**config.mk**
```make
export PLATFORM = sky130hd
export DESIGN_NAME = spi_slave_sampled
export DESIGN_NICKNAME = d
export VERILOG_FILES = /design/src/rtl/spi_slave_sampled.sv
export SDC_FILE = /design/constraint.sdc
export NUM_CORES = 1
export LEC_CHECK = 0
export CORE_AREA = 2 2 58 101
export DETAILED_ROUTE_END_ITERATION = 16
export DIE_AREA = 0 0 60 103
export GPL_ROUTABILITY_DRIVEN = 0
export PLACE_DENSITY = 0.66
export RECOVER_POWER = 50
export SLEW_MARGIN = 30
export SYNTH_ARGS = -nofsm -noshare
export SYNTH_HDL_FRONTEND = slang
export SYNTH_SLANG_ARGS = --single-unit
```
**constraint.sdc**
```tcl
create_clock -name clk -period 3.6 [get_ports clk]
set_clock_uncertainty 0.2 [all_clocks]
set_input_delay 0.72 -clock clk [delete_from_list [all_inputs] [get_ports clk]]
set_output_delay 0.72 -clock clk [all_outputs]
set_load 0.05 [all_outputs]
```
**src/rtl/spi_slave_sampled.sv**
```systemverilog
// SPI slave (CPOL=0, CPHA=1, MSB first) with SCLK/CS/MOSI oversampled on clk.
// Word-level system side: data_in latched at CS fall, data_out updated on completion.
module spi_slave_sampled #(
    parameter int unsigned DATA_WIDTH  = 8,
    parameter int unsigned SYNC_STAGES = 2
) (
    input  logic                  clk,
    input  logic                  rst,
    input  logic [DATA_WIDTH-1:0] data_in,
    output logic [DATA_WIDTH-1:0] data_out,
    output logic                  ready,
    output logic                  done,
    output logic                  aborted,
    input  logic                  mosi,
    output logic                  miso,
    input  logic                  sclk,
    input  logic                  cs
);

    localparam int unsigned CntWidth = $clog2(DATA_WIDTH) + 1;
    localparam logic [CntWidth-1:0] LastCnt = CntWidth'(DATA_WIDTH - 1);

    typedef enum logic [1:0] {StIdle, StActive, StWaitCs} state_e;

    logic [SYNC_STAGES-1:0] cs_sync;
    logic [SYNC_STAGES-1:0] sclk_sync;
    logic [SYNC_STAGES-1:0] mosi_sync;
    logic                   cs_prev;
    logic                   sclk_prev;

    // Chains reset to 0 so a CS already low at reset release never looks like a fall.
    always_ff @(posedge clk or negedge rst) begin
        if (!rst) begin
            cs_sync   <= '0;
            sclk_sync <= '0;
            mosi_sync <= '0;
            cs_prev   <= 1'b0;
            sclk_prev <= 1'b0;
        end else begin
            cs_sync   <= {cs_sync[SYNC_STAGES-2:0], cs};
            sclk_sync <= {sclk_sync[SYNC_STAGES-2:0], sclk};
            mosi_sync <= {mosi_sync[SYNC_STAGES-2:0], mosi};
            cs_prev   <= cs_sync[SYNC_STAGES-1];
            sclk_prev <= sclk_sync[SYNC_STAGES-1];
        end
    end

    logic cs_s, sclk_s, mosi_s;
    logic cs_fall, cs_rise, sclk_fall, sclk_rise;

    assign cs_s      = cs_sync[SYNC_STAGES-1];
    assign sclk_s    = sclk_sync[SYNC_STAGES-1];
    assign mosi_s    = mosi_sync[SYNC_STAGES-1];
    assign cs_fall   = cs_prev & ~cs_s;
    assign cs_rise   = ~cs_prev & cs_s;
    assign sclk_fall = sclk_prev & ~sclk_s;
    assign sclk_rise = ~sclk_prev & sclk_s;

    state_e                state;
    logic [DATA_WIDTH-1:0] rx_sh;
    logic [DATA_WIDTH-1:0] tx_sh;
    logic [DATA_WIDTH-1:0] rx_next;
    logic [CntWidth-1:0]   cnt;

    assign rx_next = {rx_sh[DATA_WIDTH-2:0], mosi_s};

    always_ff @(posedge clk or negedge rst) begin
        if (!rst) begin
            state    <= StIdle;
            rx_sh    <= '0;
            tx_sh    <= '0;
            cnt      <= '0;
            data_out <= '0;
            ready    <= 1'b1;
            done     <= 1'b0;
            aborted  <= 1'b0;
            miso     <= 1'b0;
        end else begin
            done    <= 1'b0;
            aborted <= 1'b0;
            unique case (state)
                StIdle: begin
                    miso <= 1'b0;
                    if (cs_fall) begin
                        tx_sh <= data_in;
                        cnt   <= '0;
                        ready <= 1'b0;
                        state <= StActive;
                    end
                end
                StActive: begin
                    // CS rise wins over any coincident SCLK edge, even the completing one.
                    if (cs_rise) begin
                        aborted <= 1'b1;
                        ready   <= 1'b1;
                        miso    <= 1'b0;
                        state   <= StIdle;
                    end else if (sclk_rise) begin
                        miso  <= tx_sh[DATA_WIDTH-1];
                        tx_sh <= tx_sh << 1;
                    end else if (sclk_fall) begin
                        rx_sh <= rx_next;
                        cnt   <= cnt + 1'b1;
                        if (cnt == LastCnt) begin
                            data_out <= rx_next;
                            done     <= 1'b1;
                            state    <= StWaitCs;
                        end
                    end
                end
                StWaitCs: begin
                    if (cs_rise) begin
                        ready <= 1'b1;
                        miso  <= 1'b0;
                        state <= StIdle;
                    end
                end
                default: state <= StIdle;
            endcase
        end
    end

endmodule

```
# Word level (Yosys, flattened, before mapping)
# Cells that the tools add are included.
word_totals:
  regBits: 41
  wordCells: 81
classes:
  n_addsub: 1
  eq_ne: 14
  muxes: 30
  bitwise_logic: 10
  n_reduce_logical: 12
op_table:
  columns: ["op", "n"]
  rows:
  - ["2-to-1 mux 8 bit", 3]
  - ["2-to-1 mux 4 bit", 4]
  - ["one-hot mux 8 bit (2 select lines)", 1]
  - ["AND reduction 5 bit", 3]
  - ["2-to-1 mux 1 bit", 12]
  - ["2-to-1 mux 2 bit", 6]
  - ["!= test 2 bit (second input constant)", 6]
  - ["!= test 3 bit (second input constant)", 4]
  - ["one-hot mux 4 bit (2 select lines)", 1]
  - ["AND reduction 4 bit", 2]
  - ["inverter 1 bit", 6]
  - ["one-hot mux 2 bit (3 select lines)", 1]
  - ["AND reduction 3 bit", 2]
  - ["adder 4 x 1 -> 4 bit (second input constant)", 1]
  - ["bitwise AND 1 bit", 4]
  - ["== test 4 x 3 -> 1 bit (second input constant)", 1]
  - ["nonzero test 2 bit", 2]
  - ["one-hot mux 1 bit (3 select lines)", 1]
  - ["nonzero test 3 bit", 1]
  - ["== test 2 x 1 -> 1 bit (second input constant)", 1]
  - ["== test 2 bit (second input constant)", 1]
  - ["zero test 2 bit", 1]
  - ["!= test 2 x 1 -> 1 bit (second input constant)", 1]
  - ["one-hot mux 1 bit (2 select lines)", 1]
  - ["OR reduction 2 bit", 1]

# Logic depth before layout (Yosys ltp)
# Gate-level depths: netlist of run 1.
logic_depth:
  ltp_word: 6
  depth_mapped: 8
  depth_no_buf: 6

# Worst setup path before layout of run 1
# Ideal clock, no wire load.
synth_timing:
  kind: "reg2reg"
  from: "reg state[1]"
  to: "reg data_out[0]"
  setup_ns: 0.125
  arrival_ns: 1.780
  setup_slack_ns: 1.495
  path_stages_with_launch: 9
  synth_period_minus_slack_ns: 2.105
  cell_sequence: "dfrtp_1 -> inv_1 -> ha_1 -> and3b_1 -> and2_4 -> buf_6 -> and4b_1 -> buf_6 -> mux2_4"
synth_between:
  elab_chain_cells: 2
synth_lines:
  columns: ["item", "line", "source"]
  rows:
  - ["from (decl)", "59", "state_e state;"]
  - ["from (signal assigned)", "69", "state <= StIdle;"]
  - ["from (signal assigned)", "88", "state <= StActive;"]
  - ["from (signal assigned)", "97", "state <= StIdle;"]
  - ["== test 2 x 1 -> 1 bit", "81", "unique case (state)"]
  - ["AND reduction 5 bit (no line)", null, null]
  - ["to (signal assigned)", "105", "data_out <= rx_next;"]
  - ["to (decl)", "10", "output logic [DATA_WIDTH-1:0] data_out,"]
# No other way between the ends.
# A chain may end at the register's enable or synchronous reset.

# Final worst setup path of run 1
layout_timing:
  from: "reg ready"
  to: "out ready"
layout_rtl:
  columns: ["item", "line", "source"]
  rows:
  - ["from (decl)", "11", "output logic ready,"]
  - ["from (signal assigned)", "74", "ready <= 1'b1;"]
  - ["from (signal assigned)", "87", "ready <= 1'b0;"]
  - ["from (signal assigned)", "95", "ready <= 1'b1;"]
# No word-level cell between the ends.

==> key figures, run 1 <==
Die
  • Initial Util: 33.6%
  • Die Y: 103 µm
  • DIE WIDTH: 60 µm
  • Cell Rows: 36
  • Core area: 0.00545 mm²
  • I/O pins: 25
  • Area of the die: 0.00618 mm²

Synthesis
  • Yosys warnings: 0
  • Synth area leaders: dfrtp_1, o21ai_0, mux2_4
  • Yosys cell types: 34
  • Syn Area/Cell: 12.5 µm²
  • Syn_nets: 166
  • Most used standard cell by instance count after synthesis: dfrtp_1
  • Post-synth top cells: dfrtp_1, o21ai_0, nand2_1, mux2_4, mux2i_1
  • Cells after Synth: 147
  • Post-synth EDFFs: 0
  • Yosys reg bits: 41
  • Cell taking the most area after synthesis: dfrtp_1
  • Post-synthesis sequential area ratio: 56.1%
  • Yosys top cell area share: 54.6%
  • Cell Area, Synth: 0.00183 mm²
  • Synth Flop Type: dfrtp_1
  • Async S/R FF share, synth: 100%

Route
  • Antenna viol nets, final: 0
  • DR vias: 1193
  • Initial DRC Count: 28
  • Vias per std cell: 4.72
  • # DRC: 0
  • DRT Pass-1 Iters: 4
  • Total wire length: 3.09 mm
  • DR WL/cell: 12.2 µm

Global route
  • Grt total ovfl: 0
  • Initial antenna violation count: 0
  • Pin count of the biggest net entering global routing: 42
  • Vias in the first global route: 1244
  • Global-route wire length before repair: 5.38 mm
  • Overall Global Routing Usage: 11.6%

Critical path
  • Startpoint Class: flip-flop
  • Critical Path Max Stage Delay: 800 ps
  • Cells on worst reg2reg path: 7
  • CP required: 2680 ps
  • WP buf/inv: 1
  • Crit-path cells: clkdlybuf4s50_1
  • Crit path max-delay cell type: clkdlybuf4s50_1
  • Crit Path Category: flip-flop to output port
  • Worst Setup End Kind: output port
  • Crit. path cell count: 1
  • Delay-heaviest family, CP: buffers and inverters
  • Arrival time at the worst endpoint: 1620 ps
  • Worst Path Max Fanout: 3

STA
  • Fin. max-slew vios: 42
  • Slew @ Worst Pin: 2130 ps
  • Max Freq: 0.393 GHz
  • Crit share post-route: 70.6%
  • Worst slew margin relative to its limit: -41.9%
  • Final setup vio count: 0
  • Tmin final: 2540 ps
  • Unrepaired setup endpoints after global routing: false
  • Setup TNS: 0 ps
  • Final Hold Viols: 0

Clock tree
  • Worst-path clk slew: 70 ps
  • CTS root buf: clkbuf_8
  • CTS Sinks: 41
  • Setup Fix Bufs, Post-CTS: 0
  • Post-CTS Hold Buffers: 0
  • TritonCTS buffer count: 5
  • TritonCTS clock tree: yes
  • Clock latency on the worst-skew pair: 300 ps
  • Post-cts resize count: 0
  • H-tree levels: 2
  • CTS max path bufs: 2

Power and ir drop
  • P per Cell Area: 585 mW/mm²
  • Clock share of power: 28.7%
  • Internal power: 0.000932 W
  • P_leak: 0.995 nW
  • Pwr Total: 0.00132 W
  • Switching power: 0.000392 W
  • Gate power share: 24.5%
  • Peak VDD IR: 0.000271 V
  • Sw frac: 29.6%
  • Sequential fraction of design power: 46.8%

Outcome
  • Failing checks: max-capacitance violations, max-slew violations
  • Outcome: finished with violations

Finish
  • Final Instance Area: 0.00226 mm²
  • Nets: 195
  • Share of cells above drive strength 1: 16.4%
  • Ant diodes: 0
  • Synth-to-Final Area Change: 23.5%

Worst hold path
  • Hold depth: 0
  • Min-delay worst type: flip-flop to flip-flop

Placed design
  • DP Area: 0.00215 mm²
  • IO Port Bufs: 24
  • Hpwl dp: 2.25 mm

Job
  • Maxcap violations: 1
## area by class of cell
cell class | instances | area [µm²]
fill | 536 | 3190
inverter | 4 | 15.0
timing repair buffer | 26 | 249
tap | 76 | 95.1
clock buffer | 7 | 86.3
sequential | 41 | 1030
multi-input combinational | 98 | 759
clock inverter | 1 | 30.0
## power by group through the flow
stage / logic [W] / clock network [W] / registers [W]
6_report: 0.000324 / 0.000380 / 0.000620
4_1_cts: 0.000333 / 0.000395 / 0.000619
2_1_floorplan: 0.000216 / 0 / 0.000640
5_1_grt: 0.000368 / 0.000411 / 0.000632
3_3_place_gp: 0.000326 / 0 / 0.000626
3_5_place_dp: 0.000333 / 0 / 0.000628
## final timing paths
check	from	end	slack, ps
min in group asynchronous	rst	done	840
max in group asynchronous	rst	miso	1140
max reg2reg	state[1]	tx_sh[2]	1130
min	mosi_sync[0]	mosi_sync[1]	150
min reg2reg	mosi_sync[0]	mosi_sync[1]	150
max	ready	ready	1060
## kinds of logic after synthesis
kind of cell | count (synthesis) | synth area share (%)
DFF | 41 | 56.1
AOI/OAI and AO/OA | 37 | 11.5
muxes | 23 | 15.2
buffers and inverters | 8 | 2.46
adders and majority gates | 6 | 4.10
and+or+nand+nor | 32 | 10.6
## metal layers
metal	track usage (%)	up-vias	part of all wire, %
met2	20.5	27	54
met1	11.6	575	40
met3	3.39	7	3.4
met4	6.84	0	3.0
met5	0	-	0
li1	-	584	-
## layout by cell type, fill, tap and decap left out, types with 2 or more instances in the layout
master / n
a21oi_1: 5
buf_4: 2
nand4_1: 2
mux2_2: 7
mux2_4: 8
nand2_1: 11
o21ai_0: 24
clkbuf_8: 6
and4bb_2: 2
nor2b_1: 2
nor2_1: 4
inv_1: 4
nand2b_1: 2
and4b_1: 2
clkbuf_1: 2
clkdlybuf4s50_1: 22
mux2i_1: 8
dfrtp_1: 40
ha_1: 6
## per-stage QoR
step                utilization, %  std cells  worst slack [ps]  hold slack (ps)
floorplan                        -        147              1490              131
global placement              39.4        245              1180              135
detailed placement            39.4        245              1090              136
CTS                           41.5        253              1040              154
global route                  41.5        253               662              156
finish                        41.5        253              1060              147
## sequential cells by signal (all words and copies together), names as in the netlist
name       count
aborted        1
rx_sh          7
sclk_sync      2
miso           1
sclk_prev      1
ready          1
done           1
tx_sh          8
data_out       8
mosi_sync      2
cs_prev        1
state          2
cnt            4
cs_sync        2
Note: power is estimated with default switching activity, not from simulation.
==> run 2, diff against run 1 <==
--- a/config.mk
+++ b/config.mk
@@ -9,7 +9,7 @@
 export DETAILED_ROUTE_END_ITERATION = 16
 export DIE_AREA = 0 0 60 103
 export GPL_ROUTABILITY_DRIVEN = 0
-export PLACE_DENSITY = 0.66
+export PLACE_DENSITY = 0.68
 export RECOVER_POWER = 50
 export SLEW_MARGIN = 30
 export SYNTH_ARGS = -nofsm -noshare
==> constraint.sdc (replaced) <==
create_clock -name clk -period 2.3 [get_ports clk]
set_clock_uncertainty 0.2 [all_clocks]
set_input_delay 0.46 -clock clk [delete_from_list [all_inputs] [get_ports clk]]
set_output_delay 0.46 -clock clk [all_outputs]
set_load 0.05 [all_outputs]
==> run 2 against run 1 <==
Compared with the run above:
- the flow now finishes without violations
- global-route usage up 0.55 points
- clock power up 55%
- final area up 1.3%
- routed wire length up 7.5%
- critical endpoint is now data_out[7]
- hold slack better by 3.3 ps
- non-clock buffer count up 4
- critical path depth up 6
- combinational power up 63%
- setup slack worse by 920 ps
- flip-flop and latch count unchanged
==> key figures, run 2 (synthesized netlist as in run 1, its figures left out) <==
Job
  • Maxcap violations: 0

Critical path
  • Cells on worst reg2reg path: 7
  • Startpoint Class: flip-flop
  • Critical path launch point: state[1]
  • Worst setup path end: data_out[7]
  • Crit Path Category: flip-flop to flip-flop
  • Worst Path Max Fanout: 9
  • R2R setup slack: 140 ps
  • Arrival time at the worst endpoint: 2140 ps
  • CP required: 2280 ps
  • Reg-to-reg endpoint: data_out[7]
  • Worst Setup End Kind: flip-flop
  • Reg2reg start: state[1]

STA
  • Worst slew margin relative to its limit: 32.2%
  • Slew @ Worst Pin: 1020 ps
  • Setup slack after layout: 139 ps
  • Max Freq: 0.463 GHz
  • Tmin final: 2160 ps
  • Setup TNS: 0 ps
  • Final Hold Viols: 0
  • Fin. max-slew vios: 0
  • Final setup vio count: 0
  • Crit share post-route: 93.9%
  • Unrepaired setup endpoints after global routing: false

Route
  • DR WL/cell: 12.9 µm
  • DR vias: 1220
  • # DRC: 0
  • Vias per std cell: 4.75
  • DRT Pass-1 Iters: 4
  • Initial DRC Count: 37
  • Antenna viol nets, final: 0
  • Total wire length: 3.32 mm

Global route
  • Grt total ovfl: 0
  • Initial antenna violation count: 0
  • Vias in the first global route: 1256
  • Overall Global Routing Usage: 12.1%
  • Pin count of the biggest net entering global routing: 42
  • Global-route wire length before repair: 5.73 mm

Worst hold path
  • Min-delay worst type: flip-flop to flip-flop
  • Hold depth: 0

Finish
  • Share of cells above drive strength 1: 19.9%
  • Nets: 199
  • Ant diodes: 0
  • Most common cell after layout, fill and taps aside: dfrtp_1
  • Synth-to-Final Area Change: 25.1%
  • Biggest regs: data_out: 8 flops, tx_sh: 8 flops, rx_sh: 7 flops
  • Layout fillers: 532
  • Most frequent cells in the layout: dfrtp_1, o21ai_0, clkdlybuf4s50_1, nand2_1

Clock tree
  • TritonCTS clock tree: yes
  • TritonCTS buffer count: 5
  • Setup Fix Bufs, Post-CTS: 0
  • H-tree levels: 2
  • Clock latency on the worst-skew pair: 290 ps
  • CTS Sinks: 41
  • CTS root buf: clkbuf_8
  • Worst-path clk slew: 80 ps
  • CTS max path bufs: 2

Power and ir drop
  • P_leak: 1.02 nW
  • P per Cell Area: 911 mW/mm²
  • Peak VDD IR: 0.000525 V

Die
  • Initial Util: 33.6%
  • I/O pins: 25
  • DIE WIDTH: 60 µm
  • Core area: 0.00545 mm²
  • Die Y: 103 µm
  • Cell Rows: 36
  • Area of the die: 0.00618 mm²

Placed design
  • IO Port Bufs: 24
  • Pre-CTS setup slack: 113 ps
  • Hpwl dp: 2.31 mm

Outcome
  • Outcome: finished clean
run 2: cell count changes in the layout (fill, tap and decap cells not counted):
cell	change
buf_4	+4
clkdlybuf4s50_1	-2
a21oi_1	-1
a21oi_2	+1
buf_2	+1
clkbuf_1	-1
clkbuf_2	+1
dlygate4sd3_1	+1
run 2: area by class of cell:
| type | count | area (µm²) | share of cell area (%) |
|---|---|---|---|
| clock buffer | 7 | 86.3 | 3.77 |
| clock inverter | 1 | 30.0 | 1.31 |
| inverter | 4 | 15.0 | 0.655 |
| multi-input combinational | 98 | 763 | 33.3 |
| sequential | 41 | 1030 | 44.8 |
| tap | 76 | 95.1 | 4.15 |
| timing repair buffer | 30 | 275 | 12.0 |
run 2: routing by layer:
layer	routed length, µm	vias up	part of all wire, %	GRT usage (%)
li1	-	591	-	-
met1	1400	604	42	14.1
met2	1790	20	54	21.1
met3	74	5	2.2	2.63
met4	57	0	1.7	4.96
met5	0	-	0	0
run 2: timing repair:
item / in CTS / in global routing
resized for setup: 0 / 1
endpoints found under the hold margin: 0 / 0
hold buffers: 0 / 0
endpoints found under the setup margin: 0 / 7
run 2: critical path, cell delays in order, from the launching register on:
cell,delay (ps)
dfrtp_1,420
inv_1,110
ha_1,190
and3b_1,210
and2_4,210
and4b_1,190
buf_4,200
mux2_4,310
run 2: worst min path at each step:
| stage | startpoint | to | slack, ps |
|---|---|---|---|
| final | cs_sync[0] | cs_sync[1] | 150 |
| after global routing | mosi_sync[0] | mosi_sync[1] | 160 |
| after CTS | rst | mosi_sync[1] | 50 |
| after detailed placement | cs_sync[0] | cs_sync[1] | 140 |
| after global placement | cs_sync[0] | cs_sync[1] | 140 |
| after floorplan | rst | aborted | -40 |
run 2: metrics by stage:
step	total power, W	hold WS, ps	instances	instance area, µm²	util [%]
3_3_place_gp	0.00150	135	249	2170	39.9
2_1_floorplan	0.00134	-35.6	147	1830	-
6_report	0.00209	150	257	2290	42.1
4_1_cts	0.00211	45.0	257	2290	42.0
5_1_grt	0.00222	158	257	2290	42.1
3_5_place_dp	0.00151	136	249	2170	39.9
run 2: report_power, final:
group | internal, W | total [W] | switching (W)
Combinational | 0.000237 | 0.000529 | 0.000291
Clock | 0.000354 | 0.000588 | 0.000234
Sequential | 0.000873 | 0.000971 | 0.0000978
==> run 3, diff against run 2 <==
--- a/config.mk
+++ b/config.mk
@@ -5,10 +5,10 @@
 export SDC_FILE = /design/constraint.sdc
 export NUM_CORES = 1
 export LEC_CHECK = 0
-export CORE_AREA = 2 2 58 101
+export ABC_AREA = 1
+export CORE_AREA = 2 2 60 104
 export DETAILED_ROUTE_END_ITERATION = 16
-export DIE_AREA = 0 0 60 103
-export GPL_ROUTABILITY_DRIVEN = 0
+export DIE_AREA = 0 0 62 106
 export PLACE_DENSITY = 0.68
 export RECOVER_POWER = 50
 export SLEW_MARGIN = 30
==> run 3 against run 2 <==
Compared with the run above:
- routed wire length increased by 7.7%
- count of clock-buffer cells in the layout did not move
- first-iteration DRC count fell by 35%
==> key figures, run 3 <==
Synthesis
  • Post-synthesis sequential area ratio: 52.5%
  • Cell taking the most area after synthesis: dfrtp_1
  • Post-synth EDFFs: 0
  • Syn Area/Cell: 9.64 µm²
  • Syn_nets: 222
  • Synth area leaders: dfrtp_1, nand2_1, o21ai_2
  • Yosys top cell area share: 51.2%
  • Yosys reg bits: 41
  • Yosys cell types: 23
  • Cells after Synth: 203
  • Most used standard cell by instance count after synthesis: nand2_1
  • Synth Flop Type: dfrtp_1
  • Yosys warnings: 0
  • Async S/R FF share, synth: 100%
  • Cell Area, Synth: 0.00196 mm²
  • Post-synth top cells: nand2_1, dfrtp_1, inv_1, o21ai_2

Die
  • DIE WIDTH: 62 µm
  • I/O pins: 25
  • Area of the die: 0.00657 mm²
  • Core area: 0.00579 mm²
  • Cell Rows: 37
  • Die Y: 106 µm
  • Initial Util: 33.8%

STA
  • Unrepaired setup endpoints after global routing: false
  • Final setup vio count: 0
  • Final Hold Viols: 0
  • Tmin final: 2120 ps
  • Max Freq: 0.471 GHz
  • Crit share post-route: 92.2%
  • Slew @ Worst Pin: 997 ps
  • Worst slew margin relative to its limit: 33.5%
  • Fin. max-slew vios: 0
  • Setup slack after layout: 178 ps
  • Setup TNS: 0 ps

Clock tree
  • CTS root buf: clkbuf_8
  • Setup Fix Bufs, Post-CTS: 0
  • Worst-path clk slew: 80 ps
  • CTS max path bufs: 2
  • CTS Sinks: 41
  • TritonCTS clock tree: yes
  • Post-cts resize count: 0
  • Post-CTS Hold Buffers: 0
  • H-tree levels: 2
  • TritonCTS buffer count: 5
  • Clock latency on the worst-skew pair: 290 ps

Finish
  • Share of cells above drive strength 1: 21.1%
  • Nets: 250
  • Ant diodes: 0
  • Synth-to-Final Area Change: 20.9%
  • Most common cell after layout, fill and taps aside: nand2_1
  • Most frequent cells in the layout: nand2_1, dfrtp_1, inv_1, o21ai_2, clkdlybuf4s50_1
  • Biggest regs: data_out: 8 flops, tx_sh: 8 flops, rx_sh: 7 flops
  • Final Instance Area: 0.00237 mm²
  • Final Util: 40.9%

Route
  • # DRC: 0
  • Vias per std cell: 4.40
  • Total wire length: 3.57 mm
  • Initial DRC Count: 24
  • DRT Pass-1 Iters: 4
  • Antenna viol nets, final: 0
  • DR WL/cell: 11.5 µm
  • DR vias: 1365

Placed design
  • Hpwl dp: 2.66 mm
  • IO Port Bufs: 24
  • Pre-CTS setup slack: 347 ps
  • Placer Congestion: 0.836
  • DP Area: 0.00225 mm²

Critical path
  • Arrival time at the worst endpoint: 1460 ps
  • Crit path max-delay cell type: clkdlybuf4s50_1
  • Worst Path Max Fanout: 2
  • Critical Path Max Stage Delay: 810 ps
  • WP buf/inv: 1
  • Crit-path cells: clkdlybuf4s50_1
  • Delay-heaviest family, CP: buffers and inverters
  • CP required: 1640 ps
  • Crit Path Category: flip-flop to output port
  • Worst Setup End Kind: output port
  • Startpoint Class: flip-flop

Global route
  • GR Util met2: 20.2%
  • Grt met3 use: 2.92%
  • Grt total ovfl: 0
  • GR peak layer: met2
  • Global-route wire length before repair: 6.24 mm
  • GR Util met1: 14.8%
  • Pin count of the biggest net entering global routing: 42
  • Overall Global Routing Usage: 12.4%
  • Vias in the first global route: 1404
  • Initial antenna violation count: 0

Power and ir drop
  • P_leak: 1.16 nW
  • Peak VDD IR: 0.000523 V
  • P per Cell Area: 1050 mW/mm²
  • Pwr Total: 0.00248 W

Outcome
  • Outcome: finished clean

Worst hold path
  • Min-delay worst type: flip-flop to flip-flop

Job
  • Maxcap violations: 0
-- run 3: cell count changes after synthesis, sizes merged, moves of 3 or more --
cell / previous run / this run
inv: 4 / 25
nand2: 11 / 70
nor2: 4 / 8
a21boi: 0 / 7
mux2: 15 / 0
a21oi: 5 / 1
mux2i: 8 / 0
nand2b: 3 / 0
nand3: 1 / 10
-- run 3: kinds of logic after synthesis --
kind of cell	synth area share (%)
compound gates	13.0
fa+ha+maj	3.84
buf+inv	7.35
flops	52.5
simple gates	23.3
-- run 3: final cells by class --
type                            count  area (µm²)
Clock inverter                      1        30.0
Clock buffer                        7        86.3
Inverter                           25        93.8
Tap cell                           78        97.6
Fill cell                         577        3420
Sequential cell                    41        1030
Multi-Input combinational cell    132         786
Timing Repair Buffer               26         245
-- run 3: routing by layer --
| layer | wire, µm | vias to the layer above |
|---|---|---|
| met2 | 1870 | 21 |
| met4 | 107 | 0 |
| met3 | 110 | 12 |
| li1 | - | 699 |
| met1 | 1480 | 633 |
| met5 | 0 | - |
-- run 3: final timing paths --
path                       slack (ps)            to  cells after the start         start
setup / recovery                  180   data_out[0]                      1   data_out[0]
hold reg to reg                   150  mosi_sync[1]                      0  mosi_sync[0]
min in group asynchronous         210      tx_sh[0]                      2           rst
hold / removal                    150  mosi_sync[1]                      0  mosi_sync[0]
max in group asynchronous        1070   data_out[5]                      2           rst
setup reg to reg                  350      tx_sh[3]                      8      state[1]
-- run 3: stage by stage --
step,hold WS [ps],std cells
finish,150,310
floorplan,-35.6,203
global placement,136,302
global route,165,310
detailed placement,136,302
CTS,44.7,310
-- run 3: power breakdown --
group	internal, W	switching (W)
registers	0.000876	0.000101
clock network	0.000354	0.000239
logic	0.000317	0.000592
